`src/rtl/ctrl_pkg.sv`:
```
// Shared decode constants, control-vector type and shadow FSM state for ctrl_decode_pipe.
package ctrl_pkg;

   localparam logic [1:0] CLS_LDA = 2'b00;
   localparam logic [1:0] CLS_STA = 2'b01;
   localparam logic [1:0] CLS_IMM = 2'b10;
   localparam logic [1:0] CLS_BAF = 2'b11;

   localparam int SHADOW_CNT_W = 4;

   // {branch, flush, regwrite, memwrite, memtoreg, immediate}
   typedef logic [5:0] ctrl_vec_t;

   localparam ctrl_vec_t VEC_LDA = 6'b001011;
   localparam ctrl_vec_t VEC_STA = 6'b000100;
   localparam ctrl_vec_t VEC_IMM = 6'b001001;
   localparam ctrl_vec_t VEC_BAF = 6'b110000;

   typedef enum logic {ST_RUN, ST_SHADOW} state_t;

   function automatic ctrl_vec_t decode_class(input logic [1:0] cls);
      ctrl_vec_t v;
      unique case (cls)
         CLS_LDA: v = VEC_LDA;
         CLS_STA: v = VEC_STA;
         CLS_IMM: v = VEC_IMM;
         CLS_BAF: v = VEC_BAF;
      endcase
      return v;
   endfunction

endpackage

```
`src/rtl/ctrl_decode_pipe_if.sv`:
```
// Fetch-to-execute decode bus; slave side is the decode stage.
// Statistics outputs exist only when CTRL_STATS_EN is defined.
interface ctrl_decode_pipe_if #(
   parameter int OPCODE_W  = 4,
   parameter int ALUFUNC_W = 2,
   parameter int STAT_W    = 16
);
   logic                 i_valid;
   logic [OPCODE_W-1:0]  i_opcode;
   logic                 i_stall;
   logic                 i_flush_ext;
   logic                 o_ready;
   logic                 o_valid;
   logic                 o_branch;
   logic                 o_flush;
   logic                 o_regwrite;
   logic                 o_memwrite;
   logic                 o_memtoreg;
   logic                 o_immediate;
   logic [ALUFUNC_W-1:0] o_alufunc;
`ifdef CTRL_STATS_EN
   logic [STAT_W-1:0]    o_stat_issued;
   logic [STAT_W-1:0]    o_stat_branch;
   logic [STAT_W-1:0]    o_stat_squash;
`endif

   modport slave (
      input  i_valid, i_opcode, i_stall, i_flush_ext,
      output o_ready, o_valid, o_branch, o_flush, o_regwrite,
             o_memwrite, o_memtoreg, o_immediate, o_alufunc
`ifdef CTRL_STATS_EN
      , output o_stat_issued, o_stat_branch, o_stat_squash
`endif
   );

   modport master (
      output i_valid, i_opcode, i_stall, i_flush_ext,
      input  o_ready, o_valid, o_branch, o_flush, o_regwrite,
             o_memwrite, o_memtoreg, o_immediate, o_alufunc
`ifdef CTRL_STATS_EN
      , input o_stat_issued, o_stat_branch, o_stat_squash
`endif
   );

endinterface

```
`src/rtl/branch_shadow_ctr.sv`:
```
// Loadable down-counter tracking remaining branch-shadow slots.
// Priority: clear > load > decrement; otherwise holds.
module branch_shadow_ctr #(
   parameter int W = 4
) (
   input  logic         i_clk,
   input  logic         i_reset,
   input  logic         i_clear,
   input  logic         i_load,
   input  logic [W-1:0] i_load_val,
   input  logic         i_dec,
   output logic [W-1:0] o_count,
   output logic         o_active
);

   logic [W-1:0] count_q, count_d;

   always_comb begin
      count_d = count_q;
      if (i_clear) begin
         count_d = '0;
      end else if (i_load) begin
         count_d = i_load_val;
      end else if (i_dec && count_q != '0) begin
         count_d = count_q - W'(1);
      end
   end

   always_ff @(posedge i_clk or posedge i_reset) begin
      if (i_reset) begin
         count_q <= '0;
      end else begin
         count_q <= count_d;
      end
   end

   assign o_count  = count_q;
   assign o_active = (count_q != '0);

endmodule

```
`src/rtl/ctrl_decode_pipe.sv`:
```
// Registered opcode decoder with stall/flush handshake and BAF branch-shadow squashing.
// Optional saturating statistics counters are built when CTRL_STATS_EN is defined.
module ctrl_decode_pipe
   import ctrl_pkg::*;
#(
   parameter int OPCODE_W       = 4,
   parameter int ALUFUNC_W      = 2,
   parameter int BRANCH_BUBBLES = 2,
   parameter int STAT_W         = 16
) (
   input logic               i_clk,
   input logic               i_reset,
   ctrl_decode_pipe_if.slave bus
);

   state_t                   state_q, state_d;
   logic                     valid_q, valid_d;
   ctrl_vec_t                ctrl_q, ctrl_d;
   logic [ALUFUNC_W-1:0]     func_q, func_d;

   logic [SHADOW_CNT_W-1:0]  cnt;
   logic                     cnt_active;
   logic                     cnt_clr, cnt_load, cnt_dec;
   logic                     issue_baf, squash;

   logic                     accept;
   logic [1:0]               cls;
   logic [ALUFUNC_W-1:0]     func;

   assign accept = bus.i_valid && !bus.i_stall;
   assign cls    = bus.i_opcode[OPCODE_W-1 -: 2];
   assign func   = bus.i_opcode[ALUFUNC_W-1:0];

   always_comb begin
      state_d   = state_q;
      valid_d   = valid_q;
      ctrl_d    = ctrl_q;
      func_d    = func_q;
      cnt_clr   = 1'b0;
      cnt_load  = 1'b0;
      cnt_dec   = 1'b0;
      issue_baf = 1'b0;
      squash    = 1'b0;
      if (bus.i_flush_ext) begin
         valid_d = 1'b0;
         ctrl_d  = '0;
         func_d  = '0;
         state_d = ST_RUN;
         cnt_clr = 1'b1;
         squash  = accept;
      end else if (!bus.i_stall) begin
         valid_d = 1'b0;
         ctrl_d  = '0;
         func_d  = '0;
         unique case (state_q)
            ST_RUN: begin
               if (accept) begin
                  valid_d = 1'b1;
                  ctrl_d  = decode_class(cls);
                  func_d  = func;
                  if (cls == CLS_BAF) begin
                     issue_baf = 1'b1;
                     if (BRANCH_BUBBLES != 0) begin
                        state_d  = ST_SHADOW;
                        cnt_load = 1'b1;
                     end
                  end
               end
            end
            ST_SHADOW: begin
               // Everything in the shadow is a bubble; a BAF here must not reload.
               squash  = accept;
               cnt_dec = cnt_active;
               if (cnt == SHADOW_CNT_W'(1) || !cnt_active) begin
                  state_d = ST_RUN;
               end
            end
         endcase
      end
   end

   always_ff @(posedge i_clk or posedge i_reset) begin
      if (i_reset) begin
         state_q <= ST_RUN;
         valid_q <= 1'b0;
         ctrl_q  <= '0;
         func_q  <= '0;
      end else begin
         state_q <= state_d;
         valid_q <= valid_d;
         ctrl_q  <= ctrl_d;
         func_q  <= func_d;
      end
   end

   branch_shadow_ctr #(.W(SHADOW_CNT_W)) u_shadow_ctr (
      .i_clk      (i_clk),
      .i_reset    (i_reset),
      .i_clear    (cnt_clr),
      .i_load     (cnt_load),
      .i_load_val (SHADOW_CNT_W'(BRANCH_BUBBLES)),
      .i_dec      (cnt_dec),
      .o_count    (cnt),
      .o_active   (cnt_active)
   );

   assign bus.o_ready     = !bus.i_stall;
   assign bus.o_valid     = valid_q;
   assign bus.o_branch    = ctrl_q[5];
   assign bus.o_flush     = ctrl_q[4];
   assign bus.o_regwrite  = ctrl_q[3];
   assign bus.o_memwrite  = ctrl_q[2];
   assign bus.o_memtoreg  = ctrl_q[1];
   assign bus.o_immediate = ctrl_q[0];
   assign bus.o_alufunc   = func_q;

`ifdef CTRL_STATS_EN
   logic [STAT_W-1:0] issued_q, branch_q, squash_q;
   logic              inc_issued;

   assign inc_issued = valid_d && !bus.i_stall && !bus.i_flush_ext;

   always_ff @(posedge i_clk or posedge i_reset) begin
      if (i_reset) begin
         issued_q <= '0;
         branch_q <= '0;
         squash_q <= '0;
      end else begin
         if (inc_issued && issued_q != '1) issued_q <= issued_q + STAT_W'(1);
         if (issue_baf && branch_q != '1) branch_q <= branch_q + STAT_W'(1);
         if (squash && squash_q != '1)    squash_q <= squash_q + STAT_W'(1);
      end
   end

   assign bus.o_stat_issued = issued_q;
   assign bus.o_stat_branch = branch_q;
   assign bus.o_stat_squash = squash_q;
`endif

endmodule

```
`src/flat_wrapper.sv`:
```
// flat-port wrapper written by rule: the top's interface ports become plain ports
module ctrl_decode_pipe_flat import ctrl_pkg::*;
#(
   parameter int OPCODE_W       = 4,
   parameter int ALUFUNC_W      = 2,
   parameter int BRANCH_BUBBLES = 2,
   parameter int STAT_W         = 16
)
  (i_clk, i_reset, bus_i_valid, bus_i_opcode, bus_i_stall, bus_i_flush_ext, bus_o_ready, bus_o_valid, bus_o_branch, bus_o_flush, bus_o_regwrite, bus_o_memwrite, bus_o_memtoreg, bus_o_immediate, bus_o_alufunc);
  ctrl_decode_pipe_if #(.OPCODE_W(OPCODE_W), .ALUFUNC_W(ALUFUNC_W), .STAT_W(STAT_W)) bus_i ();
  input logic i_clk;
  input logic i_reset;
  input wire logic [$bits(bus_i.i_valid)-1:0] bus_i_valid;
  input wire logic [$bits(bus_i.i_opcode)-1:0] bus_i_opcode;
  input wire logic [$bits(bus_i.i_stall)-1:0] bus_i_stall;
  input wire logic [$bits(bus_i.i_flush_ext)-1:0] bus_i_flush_ext;
  output wire logic [$bits(bus_i.o_ready)-1:0] bus_o_ready;
  output wire logic [$bits(bus_i.o_valid)-1:0] bus_o_valid;
  output wire logic [$bits(bus_i.o_branch)-1:0] bus_o_branch;
  output wire logic [$bits(bus_i.o_flush)-1:0] bus_o_flush;
  output wire logic [$bits(bus_i.o_regwrite)-1:0] bus_o_regwrite;
  output wire logic [$bits(bus_i.o_memwrite)-1:0] bus_o_memwrite;
  output wire logic [$bits(bus_i.o_memtoreg)-1:0] bus_o_memtoreg;
  output wire logic [$bits(bus_i.o_immediate)-1:0] bus_o_immediate;
  output wire logic [$bits(bus_i.o_alufunc)-1:0] bus_o_alufunc;
  assign bus_i.i_valid = bus_i_valid;
  assign bus_i.i_opcode = bus_i_opcode;
  assign bus_i.i_stall = bus_i_stall;
  assign bus_i.i_flush_ext = bus_i_flush_ext;
  assign bus_o_ready = bus_i.o_ready;
  assign bus_o_valid = bus_i.o_valid;
  assign bus_o_branch = bus_i.o_branch;
  assign bus_o_flush = bus_i.o_flush;
  assign bus_o_regwrite = bus_i.o_regwrite;
  assign bus_o_memwrite = bus_i.o_memwrite;
  assign bus_o_memtoreg = bus_i.o_memtoreg;
  assign bus_o_immediate = bus_i.o_immediate;
  assign bus_o_alufunc = bus_i.o_alufunc;
  ctrl_decode_pipe #(.OPCODE_W(OPCODE_W), .ALUFUNC_W(ALUFUNC_W), .BRANCH_BUBBLES(BRANCH_BUBBLES), .STAT_W(STAT_W)) u_core (.i_clk(i_clk), .i_reset(i_reset), .bus(bus_i));
endmodule
```
`config.mk`:
```
export PLATFORM = sky130hd
export DESIGN_NAME = ctrl_decode_pipe_flat
export DESIGN_NICKNAME = d
export VERILOG_FILES = /design/src/rtl/ctrl_pkg.sv /design/src/rtl/ctrl_decode_pipe_if.sv /design/src/rtl/branch_shadow_ctr.sv /design/src/rtl/ctrl_decode_pipe.sv /design/src/flat_wrapper.sv
export SDC_FILE = /design/constraint.sdc
export NUM_CORES = 1
export LEC_CHECK = 0
export BUFFER_PORTS_ARGS = -buffer_cell sky130_fd_sc_hd__buf_2
export CORE_MARGIN = 8
export CORE_UTILIZATION = 45
export DETAILED_ROUTE_END_ITERATION = 10
export MAX_ROUTING_LAYER = met4
export PLACE_DENSITY = 0.67
export SYNTH_ARGS = -nofsm -noshare
export SYNTH_HDL_FRONTEND = slang
export SYNTH_HIERARCHICAL = 1
export SYNTH_SLANG_ARGS = --single-unit
```
`constraint.sdc`:
```
create_clock -name i_clk -period 5.2 [get_ports i_clk]
set_input_delay 1.04 -clock i_clk [delete_from_list [all_inputs] [get_ports i_clk]]
set_output_delay 1.04 -clock i_clk [all_outputs]
set_load 0.02 [all_outputs]
```
[Word level (Yosys, flattened, before mapping)]
Cells that the tools add are included.
Word-level totals
  output and inout bits: 10
  logic and storage cells: 49
  bits in registers: 14
Cells by class
  equal/unequal tests: 5
  bitwise logic cells: 1
  reductions and logical operators: 8
  $add $sub $neg: 1
  mux-type cells: 29
Operator list (number)
  $mux 6: 4
  $pmux 6 s4: 1
  $mux 1: 16
  $mux 4: 3
  $mux 2: 4
  $eq 2x2->1 const B: 2
  $eq 4x1->1 const B: 1
  $reduce_bool 4->1: 1
  $sub 4x1->4 const B: 1
  $reduce_bool 3->1: 1
  $eq 2x1->1 const B: 1
  $logic_and 1x1->1: 2
  $logic_not 1->1: 2
  $logic_not 2->1: 1
  $ne 2x1->1 const B: 1
  $pmux 1 s2: 1
  $logic_or 1x1->1: 1
  $not 1->1: 1

[Depth between registers and ports, before layout]
Gate-level depths: netlist of the first run.
  word-level depth: 8
  gate-level depth with buffers: 7

[By module]
Netlist of the first run, hierarchy kept.
By module, submodules not included
  ctrl_decode_pipe: cells an instance 37, sequential area each 200.2 µm², instances 1, area an instance 377.9 µm²
  branch_shadow_ctr: cells an instance 31, sequential area each 100.1 µm², instances 1, area an instance 299.0 µm²

[Worst setup path after synthesis of the first run]
No wires, ideal clock.
  kind: in2reg
  from: in bus_i_stall
  to: reg u_core.u_shadow_ctr.count_q[0], in the netlist u_core/u_shadow_ctr/o_count[0]
  required time: 5.076 ns
  stages: 6
  arrival: 2.278 ns
  path buffers: 0
  setup slack: 2.798 ns
  cell sequence: nor4b_1 nand3_1 inv_1 nor3_1 and3_1 a211o_1
On the way
  longest elaborated chain between the ends: 8
  elaborated cells on any way between the ends: 12
  those cells by class: mux (8); reduce/logical (4)
Ends and longest elaborated chain
  start: declaration: RTL line flat_wrapper.sv:15  | input wire logic [$bits(bus_i.i_stall)-1:0] bus_i_stall;
  $logic_not 1->1
  $logic_and 1x1->1: RTL line ctrl_decode_pipe.sv:30  | assign accept = bus.i_valid && !bus.i_stall;
  $mux 1: RTL line ctrl_decode_pipe.sv:57  | if (accept) begin
  $mux 1: RTL line ctrl_decode_pipe.sv:55  | unique case (state_q)
  $mux 1 *: RTL line ctrl_decode_pipe.sv:51  | end else if (!bus.i_stall) begin
  $mux 1 *: RTL line ctrl_decode_pipe.sv:44  | if (bus.i_flush_ext) begin
  via u_core.cnt_load: RTL line ctrl_decode_pipe.sv:23  | logic cnt_clr, cnt_load, cnt_dec;
  $mux 4: RTL line branch_shadow_ctr.sv:22  | end else if (i_load) begin
  $mux 4: RTL line branch_shadow_ctr.sv:20  | if (i_clear) begin
  end signal: assignment: RTL line branch_shadow_ctr.sv:33  | count_q <= count_d;
  end: declaration: RTL line branch_shadow_ctr.sv:16  | logic [W-1:0] count_q, count_d;
Mark *: on every way through the listed nets, which the timed path passes. The rest lies on a longest branch.
A chain may end at the register's enable or synchronous reset.

[Worst setup path in the final report of the first run]
  from: in bus_i_flush_ext
  to: reg u_core.u_shadow_ctr.count_q[0], in the netlist u_core/u_shadow_ctr/o_count[0]
On the way
  longest elaborated chain between the ends: 3
  elaborated cells on any way between the ends: 7
  those cells by class: mux (5); reduce/logical (2)
Ends and longest elaborated chain
  start: declaration: RTL line flat_wrapper.sv:16  | input wire logic [$bits(bus_i.i_flush_ext)-1:0] bus_i_flush_ext;
  $mux 1 *: RTL line ctrl_decode_pipe.sv:44
  via u_core.cnt_load: RTL line ctrl_decode_pipe.sv:23
  $mux 4: RTL line branch_shadow_ctr.sv:22
  $mux 4: RTL line branch_shadow_ctr.sv:20
Marked as above.

==> metrics.csv, run 1 <==
stage,metric,value,unit
status,status,completed,
critical_path,critPathMaxFanout,11,
global_route,grt_pass1_vias,530,
synth,yosysTopAreaCellShare,44.4,%
route,wl_per_cell,13.8,um
place,dp.final_hpwl,1170,um
clock_tree,cts_resized,0,
clock_tree,hold_buffers,0,
global_route,grt_pass1_wl,2310,um
synth,ys_warn_count,6,
critical_path,required,5.35,ns
clock_tree,cts_setup_buffers,0,
cells_and_area,synthToLayoutAreaGrowth,17.9,%
synth,syn_area,677,um^2
sta,final_hold_viol_count,0,
run,cap_violations,0,
power,ir_worst_vdd,0.000147,V
critical_path,rrSetupSlack,2.75,ns
synth,synth_edf_count,0,
power,p_int,0.000131,W
synth,synth_top_area_cell,dfrtp_1,
sta,fin_worst_skew,0.000798,ns
clock_tree,cts_tree,yes,
synth,avgSynthCellArea,9.95,um^2
cells_and_area,antenna_cells,0,
critical_path,crit_start,bus_i_flush_ext,
critical_path,slowest_delay,0.54,ns
critical_path,reg2reg_from,u_core/u_shadow_ctr/o_count[0],
critical_path,crit_path_start_kind,input pin,
sta,clock.fmax,385,MHz
min_path,hold_path_class,reg2reg,
critical_path,slowest_stage,nor4b_1,
die,core.rowCount,14,
route,post-route-drc-count,0,
clock_tree,cts_buffer_depth,2,
synth,ys_ff_latch,12,
power,power_density,219,nW/um^2
global_route,track_usage,10.9,%
synth,seq_area_frac_synth,44.4,%
synth,synthArstFlopShare,100,%
place,numPortBuffers,18,
power,p_seq_share,55.8,%
die,die_width,54.8,um
critical_path,rr_endpoint,u_core/u_shadow_ctr/o_count[3],
sta,slew_headroom,52.2,%
sta,drv_slew,0,
route,dr.pass1.iters,2,
clock_tree,clk_pin_slew,0.07,ns
sta,rsz0062_at_grt,no,
critical_path,crit_type,in2reg,
power,p_leak,0.425,nW
synth,ys_types,29,
die,die_area,3000,um^2
synth,synthCells,68,
die,die_h,54.8,um
critical_path,endpoint,u_core/u_shadow_ctr/o_count[0],
power,p_comb_share,13.7,%
power,switchingPower,0.0000435,W
clock_tree,cts_sinks,12,
critical_path,end_kind,flop,
power,p_sw_share,24.9,%
route,num_vias,554,
power,p_clk_share,30.5,%
sta,fin_crit,2.60,ns
die,io-pin-count,19,
clock_tree,cts_root_buf,clkbuf_4,
synth,ys.flop_type,dfrtp_1,
cells_and_area,layout.nets,101,
route,drt-total-wl,1430,um
global_route,grt-ovfl-total,0,
global_route,grt_max_degree,12,
clock_tree,htree_num_levels,1,
sta,tightest_slew,0.716,ns
power,power.total,0.000175,W
sta,finalSetupViolations,0,
critical_path,rr_worst_depth,7,
die,start_util,46.6,%
die,core_area,1450,um^2
sta,final.period_utilization,50.0,%
critical_path,critPathArrivalTime,2.75,ns
place,gp_congestion,0.776,
cells_and_area,fill_cells,152,
cells_and_area,drive_gt1_share,31.8,%
route,ant_nets,0,
route,first_iter_violations,7,
clock_tree,numCtsBuffers,3,
sta,holdWs,0.478,ns
synth,synthTopCellsByArea,"dfrtp_1 (44%), inv_1 (5.0%), a2111oi_2 (4.4%), nand2_1 (3.9%), a211o_1 (3.9%)",
route,vias_per_cell,5.33,
global_route,antenna_found_initial,0,
critical_path,crit_path_cell_trace,buf_2 > nor4b_1 > nand3_1 > inv_1 > nor3_1 > and3_1 > a211o_1,
sta,fin_tns_setup,0,ns
clock_tree,clk_latency,0.26,ns
synthesized netlist by cell type, drive strengths merged, types with 2 or more instances:
library cell,count
a21oi,2
nor4b,2
buf,2
or4b,2
conb,2
a22o,3
inv,9
nor2,4
a2111oi,2
ha,2
nand2,7
dfrtp,12
and3,2
o21ai,2
nor3,2
a211o,3
cell usage in the layout, fill, tap and decap left out, types with 2 or more instances in the layout:
| cell | netlist | final |
|---|---|---|
| nor2_1 | 3 | 3 |
| a22o_1 | 3 | 3 |
| conb_1 | 2 | 4 |
| ha_1 | 2 | 2 |
| buf_2 | 0 | 18 |
| clkbuf_4 | 0 | 3 |
| a211o_1 | 3 | 3 |
| o21ai_0 | 2 | 2 |
| inv_1 | 9 | 9 |
| a21oi_1 | 2 | 2 |
| a2111oi_2 | 2 | 2 |
| nor3_1 | 2 | 2 |
| nand2_1 | 7 | 7 |
| and3_1 | 2 | 2 |
| dfrtp_1 | 12 | 12 |
layout make-up:
type                       count  area, um^2  share of cell area, %
multi-input combinational     46         332                   41.5
sequential                    12         300                   37.6
timing repair buffer          18        90.1                   11.3
inverter                       9        33.8                   4.23
clock buffer                   3        22.5                   2.82
tap                           16        20.0                   2.51
kinds of logic (layout without fill, tap and decap cells):
| kind of cell | count (synthesis) | after routing | synth area share (%) |
|---|---|---|---|
| flip-flops | 12 | 12 | 44.4 |
| multiplexers | 1 | 1 | 1.48 |
| buffers and inverters | 12 | 30 | 7.76 |
| adder cells (fa/ha/maj) | 2 | 2 | 3.70 |
| AO/OA/AOI/OAI | 15 | 15 | 19.4 |
| AND/OR/NAND/NOR | 24 | 24 | 22.2 |
| other | 2 | 4 | 1.11 |
layer usage:
layer  vias to the layer above  share of wire, %  track usage, %
li1                        277                 -               -
met1                       262                45            12.3
met2                        13                44            17.0
met3                         2                10            3.53
met4                         0              0.70            4.92
met5                         -                 0               -
through the flow:
| step | area, um^2 | utilization [%] | worst slack [ns] | instances |
|---|---|---|---|---|
| 6_report | 798 | 54.9 | 2.60 | 104 |
| 5_1_grt | 798 | 54.9 | 2.40 | 104 |
| 4_1_cts | 798 | 54.9 | 2.60 | 104 |
| 3_5_place_dp | 776 | 53.4 | 2.32 | 101 |
| 3_3_place_gp | 776 | 53.4 | 2.34 | 101 |
| 2_1_floorplan | 684 | - | 2.80 | 70 |
state kept, by name, summed over array words and instances, names as in the netlist:
register / count
u_core/ctrl_q: 4
u_core/bus.o_alufunc: 2
u_core/state_q: 1
u_core/bus.o_valid: 1
u_core/u_shadow_ctr/o_count: 4
power groups by stage:
stage	clock (W)	combinational, W	sequential [W]
finish	0.0000533	0.0000239	0.0000976
global route	0.0000597	0.0000265	0.0000979
CTS	0.0000558	0.0000242	0.0000976
detailed placement	0	0.0000242	0.0000994
global placement	0	0.0000238	0.0000993
floorplan	0	0.0000121	0.000102
worst max-delay path, delay by kind of cell:
family | cells | cell delay (ns)
AOI/OAI and AO/OA | 1 | 0.25
buffers and inverters | 2 | 0.43
and+or+nand+nor | 4 | 1.02
worst min path at each step:
| stage | from | to | cells after the start |
|---|---|---|---|
| finish | u_core/ctrl_q[1] | u_core/ctrl_q[1] | 2 |
| global route | u_core/bus.o_valid | u_core/bus.o_valid | 2 |
| CTS | u_core/ctrl_q[1] | u_core/ctrl_q[1] | 2 |
| detailed placement | u_core/ctrl_q[1] | u_core/ctrl_q[1] | 2 |
| global placement | u_core/bus.o_valid | u_core/bus.o_valid | 2 |
| floorplan | u_core/state_q | u_core/state_q | 2 |
Power figures use the tool's default switching activity.
==> run 2: changes to the inputs <==
Clock period 5.2 ns to 2.4 ns, I/O delays scaled along.
==> metrics.csv, run 2 (same netlist as run 1, synthesis figures left out) <==
stage,metric,value,unit
status,status,completed,
cells_and_area,drive_gt1_share,33.3,%
sta,setup_slack,0.269,ns
die,io-pin-count,19,
global_route,grt_pass1_wl,2430,um
min_path,hold_path_class,in2async,
critical_path,rr_endpoint,u_core/u_shadow_ctr/o_count[3],
clock_tree,cts_buffer_depth,2,
sta,fin_crit,2.13,ns
sta,final.period_utilization,88.8,%
place,dp.final_hpwl,1150,um
sta,fin_worst_skew,0.00146,ns
clock_tree,hold_buffers,0,
global_route,antenna_found_initial,0,
sta,rsz0062_at_grt,no,
die,core.rowCount,14,
power,p_int,0.000285,W
power,p_seq_share,54.0,%
cells_and_area,layout.nets,103,
power,switchingPower,0.000106,W
place,numPortBuffers,18,
die,die_h,54.8,um
critical_path,critPathArrivalTime,2.32,ns
power,power.total,0.000391,W
critical_path,crit_type,reg2reg,
power,ir_worst_vdd,0.000233,V
clock_tree,cts_root_buf,clkbuf_4,
route,num_vias,552,
cells_and_area,layout_commonest_cell,buf_2,
clock_tree,cts_setup_buffers,0,
sta,clock.fmax,469,MHz
place,dp_slack,0.244,ns
clock_tree,clk_latency,0.27,ns
route,ant_nets,0,
clock_tree,cts_sinks,12,
clock_tree,cts_tree,yes,
route,dr.pass1.iters,5,
power,power_density,481,nW/um^2
critical_path,crit_path_start_kind,flop,
cells_and_area,fill_cells,136,
sta,final_hold_viol_count,0,
cells_and_area,antenna_cells,0,
power,p_comb_share,13.5,%
global_route,grt-ovfl-total,0,
die,die_area,3000,um^2
route,wl_per_cell,14.2,um
clock_tree,cts_resized,0,
clock_tree,clk_pin_slew,0.07,ns
sta,drv_slew,0,
critical_path,rr_worst_depth,8,
sta,finalSetupViolations,0,
route,first_iter_violations,14,
power,p_leak,0.436,nW
place,post_dp_cell_area,791,um^2
route,post-route-drc-count,0,
clock_tree,htree_num_levels,1,
place,gp_congestion,0.779,
global_route,grt_pass1_vias,575,
route,drt-total-wl,1500,um
die,start_util,46.6,%
critical_path,end_kind,flop,
sta,fin_tns_setup,0,ns
global_route,track_usage,11.6,%
run,cap_violations,0,
critical_path,required,2.59,ns
cells_and_area,layout_common_cells,"buf_2 (18), dfrtp_1 (12), inv_1 (9)",
power,p_clk_share,32.4,%
critical_path,reg2reg_from,u_core/u_shadow_ctr/o_count[0],
clock_tree,numCtsBuffers,3,
cells_and_area,synthToLayoutAreaGrowth,20.1,%
power,p_sw_share,27.0,%
cells_and_area,postLayoutCellArea,813,um^2
die,die_width,54.8,um
die,core_area,1450,um^2
route,vias_per_cell,5.21,
critical_path,rrSetupSlack,0.27,ns
critical_path,critPathMaxFanout,6,
global_route,grt_max_degree,12,
## run 2: cell types whose count changed in the layout (fill, tap and decap cells not counted)
cell,previous run,this run
buf_4,0,2
## run 2: power by group through the flow
stage | logic (W) | registers, W | clock network, W
4_1_cts | 0.0000536 | 0.000211 | 0.000131
6_report | 0.0000529 | 0.000211 | 0.000127
5_1_grt | 0.0000589 | 0.000212 | 0.000138
3_3_place_gp | 0.0000526 | 0.000215 | 0
2_1_floorplan | 0.0000263 | 0.000220 | 0
3_5_place_dp | 0.0000535 | 0.000215 | 0
## run 2: area by class of cell
class	count	area, um^2	share of cell area [%]
clock buffers	3	22.5	2.77
inverters	9	33.8	4.15
multi-input cells	46	332	40.8
flip-flops and latches	12	300	36.9
well taps	16	20.0	2.46
repair buffers	20	105	12.9
## run 2: metrics by stage
step	instances	hold WS, ns	utilization, %
floorplan	70	0.246	-
global placement	103	0.383	54.4
global route	106	0.102	55.9
CTS	106	0.0829	55.9
detailed placement	103	0.383	54.4
finish	106	0.0849	55.9
## run 2: routing by layer
metal	vias to the layer above	GRT usage [%]	routed length (um)	share of wire [%]
li1	281	-	-	-
met1	248	11.7	681	45
met5	-	-	0	0
met3	4	3.53	127	8.4
met4	0	7.38	28	1.9
met2	19	19.1	665	44
## run 2: worst max-delay path, cell delays in order (launching register included)
cell and delay (ns):
dfrtp_1 0.41, inv_1 0.14, ha_1 0.23, or3b_4 0.44, nor3b_1 0.16, buf_4 0.15
nor4b_2 0.16, mux2i_1 0.12, a211oi_1 0.22
## run 2: worst max-delay path by stage
stage,start,end,cells after the start
after CTS,u_core/u_shadow_ctr/o_count[0],u_core/u_shadow_ctr/o_count[2],8
after detailed placement,bus_i_flush_ext,u_core/u_shadow_ctr/o_count[0],7
after global routing,u_core/u_shadow_ctr/o_count[0],u_core/u_shadow_ctr/o_count[2],8
final,u_core/u_shadow_ctr/o_count[0],u_core/u_shadow_ctr/o_count[3],8
after global placement,bus_i_flush_ext,u_core/u_shadow_ctr/o_count[0],7
after floorplan,u_core/u_shadow_ctr/o_count[0],u_core/u_shadow_ctr/o_count[2],7
==> run 3: changes to the inputs <==
Settings changed: ABC_AREA set to 1.
==> metrics.csv, run 3 <==
stage,metric,value,unit
sta,fin_crit,1.53,ns
status,status,completed,
clock_tree,cts_buffer_depth,2,
min_path,hold_path_class,in2async,
critical_path,slowest_delay,0.39,ns
critical_path,crit_path_cell_trace,inv_1 > ha_1 > nand2_2 > nand2_1 > nor3_1 > nand2_2 > nand2_2 > nor2_2 > o21bai_1,
power,ir_worst_vdd,0.000276,V
route,post-route-drc-count,0,
die,start_util,47.3,%
clock_tree,cts_setup_buffers,0,
synth,synthArstFlopShare,100,%
critical_path,critPathArrivalTime,1.69,ns
clock_tree,cts_tree,yes,
clock_tree,clk_pin_slew,0.07,ns
place,dp.final_hpwl,1200,um
die,die_h,55.3,um
critical_path,crit_type,reg2reg,
critical_path,cp_top_family,simple AND/OR/NAND/NOR gates,
clock_tree,numCtsBuffers,3,
global_route,grt-ovfl-total,0,
route,vias_per_cell,4.60,
clock_tree,hold_buffers,0,
sta,final_hold_viol_count,0,
route,drt-total-wl,1480,um
critical_path,crit_buf_inv,1,
synth,synthTopCellsByArea,"dfrtp_1 (43%), nand2_1 (15%), inv_1 (8.1%), nor2_1 (4.9%), o21ai_0 (4.3%)",
critical_path,crit_top_cell,nand2_2,
cells_and_area,postLayoutCellArea,835,um^2
power,power_density,542,nW/um^2
critical_path,critPathMaxFanout,5,
synth,seq_area_frac_synth,43.2,%
clock_tree,clk_latency,0.26,ns
clock_tree,cts_resized,0,
sta,fin_tns_setup,0,ns
die,core.rowCount,14,
run,cap_violations,0,
synth,ys_warn_count,6,
place,post_dp_cell_area,798,um^2
global_route,grt_pass1_vias,592,
synth,yosysTopAreaCellShare,43.2,%
cells_and_area,layout.nets,131,
sta,final.period_utilization,63.8,%
clock_tree,cts_root_buf,clkbuf_4,
clock_tree,cts_sinks,12,
power,p_leak,0.501,nW
route,wl_per_cell,11.0,um
cells_and_area,layout_commonest_cell,nand2_1,
sta,finalSetupViolations,0,
sta,clock.fmax,653,MHz
global_route,grt_pass1_wl,2570,um
route,dr.pass1.iters,4,
synth,yosysMostFrequentCell,nand2_1,
global_route,grt_max_degree,9,
critical_path,slowest_stage,dfrtp_1,
place,numPortBuffers,18,
cells_and_area,final_core_util,56.7,%
synth,ys.flop_type,dfrtp_1,
cells_and_area,antenna_cells,0,
synth,synth_top_area_cell,dfrtp_1,
cells_and_area,synthToLayoutAreaGrowth,20.0,%
synth,synthTopCellsByCount,"nand2_1 (28), inv_1 (15), dfrtp_1 (12)",
global_route,antenna_found_initial,0,
synth,synth_edf_count,0,
synth,syn_area,696,um^2
route,num_vias,621,
critical_path,crit_path_start_kind,flop,
die,die_area,3060,um^2
clock_tree,htree_num_levels,1,
cells_and_area,layout_common_cells,"nand2_1 (28), buf_2 (18), inv_1 (15)",
synth,avgSynthCellArea,7.17,um^2
synth,ys_types,19,
sta,drv_slew,0,
die,core_area,1470,um^2
place,gp_congestion,0.760,
route,ant_nets,0,
route,first_iter_violations,9,
synth,ys_ff_latch,12,
global_route,track_usage,10.4,%
synth,synthCells,97,
critical_path,required,2.55,ns
sta,fin_worst_skew,0.00289,ns
cells_and_area,drive_gt1_share,25.2,%
critical_path,end_kind,flop,
die,io-pin-count,19,
die,die_width,55.3,um
sta,rsz0062_at_grt,no,
power,power.total,0.000453,W
-- run 3: changes by cell type in the layout (fill, tap and decap cells not counted), sizes merged, moves of 2 or more --
cell / delta
a211o: -3
or4b: -2
nor2: +8
a2111oi: -2
a22o: -3
buf: -2
and3: -2
o21ai: +5
inv: +7
nor4b: -2
o22ai: +2
nand3: +5
nand2: +24
-- run 3: final timing paths --
check | from | slack [ns] | endpoint | cells past startpoint
setup reg to reg | u_core/u_shadow_ctr/o_count[0] | 0.87 | u_core/u_shadow_ctr/o_count[3] | 9
hold reg to reg | u_core/bus.o_valid | 0.47 | u_core/bus.o_valid | 2
setup / recovery | u_core/u_shadow_ctr/o_count[0] | 0.87 | u_core/u_shadow_ctr/o_count[3] | 9
max in group asynchronous | i_reset | 1.99 | u_core/ctrl_q[2] | 2
hold / removal | i_reset | 0.09 | u_core/u_shadow_ctr/o_count[1] | 2
min in group i_clk | bus_i_opcode[0] | 0.41 | u_core/bus.o_alufunc[0] | 3
-- run 3: kinds of logic after synthesis --
kind of cell / count (synthesis) / share of synthesized area [%]
and+or+nand+nor: 51 / 32.0
buffers and inverters: 18 / 10.8
AOI/OAI and AO/OA: 12 / 9.35
DFF: 12 / 43.2
adders and majority gates: 2 / 3.60
other: 2 / 1.08
-- run 3: worst register-to-register path, cell delays in order (launching register included) --
cell      delay, ns
dfrtp_1        0.39
inv_1          0.11
ha_1           0.22
nand2_2        0.08
nand2_1        0.07
nor3_1         0.18
nand2_2        0.09
nand2_2        0.11
nor2_2         0.04
o21bai_1       0.14
-- run 3: final cells by class --
type | count | area (um^2)
Fill cell | 155 | 637
Multi-Input combinational cell | 69 | 328
Sequential cell | 12 | 300
Timing Repair Buffer | 18 | 90.1
Inverter | 16 | 60.1
Clock buffer | 4 | 36.3
Tap cell | 16 | 20.0
-- run 3: power by group --
part	total (W)	internal (W)	leakage [nW]	switching, W
combinational	0.0000776	0.0000273	0.316	0.0000503
clock	0.000156	0.0000920	0.0210	0.0000636
sequential	0.000219	0.000211	0.164	0.00000835
-- run 3: per-layer routing --
| metal | part of all wire, % | global-route usage [%] |
|---|---|---|
| met5 | 0 | - |
| met4 | 1.8 | 6.34 |
| met3 | 7.6 | 3.42 |
| met2 | 50 | 17.1 |
| met1 | 40 | 10.3 |
-- run 3: through the flow --
stage | setup slack (ns) | hold WS, ns | cells
final | 0.868 | 0.0884 | 135
after global routing | 0.762 | 0.0848 | 135
after CTS | 0.864 | 0.0787 | 135
after detailed placement | 0.769 | 0.373 | 131
after global placement | 0.814 | 0.374 | 131
after floorplan | 1.00 | 0.246 | 99
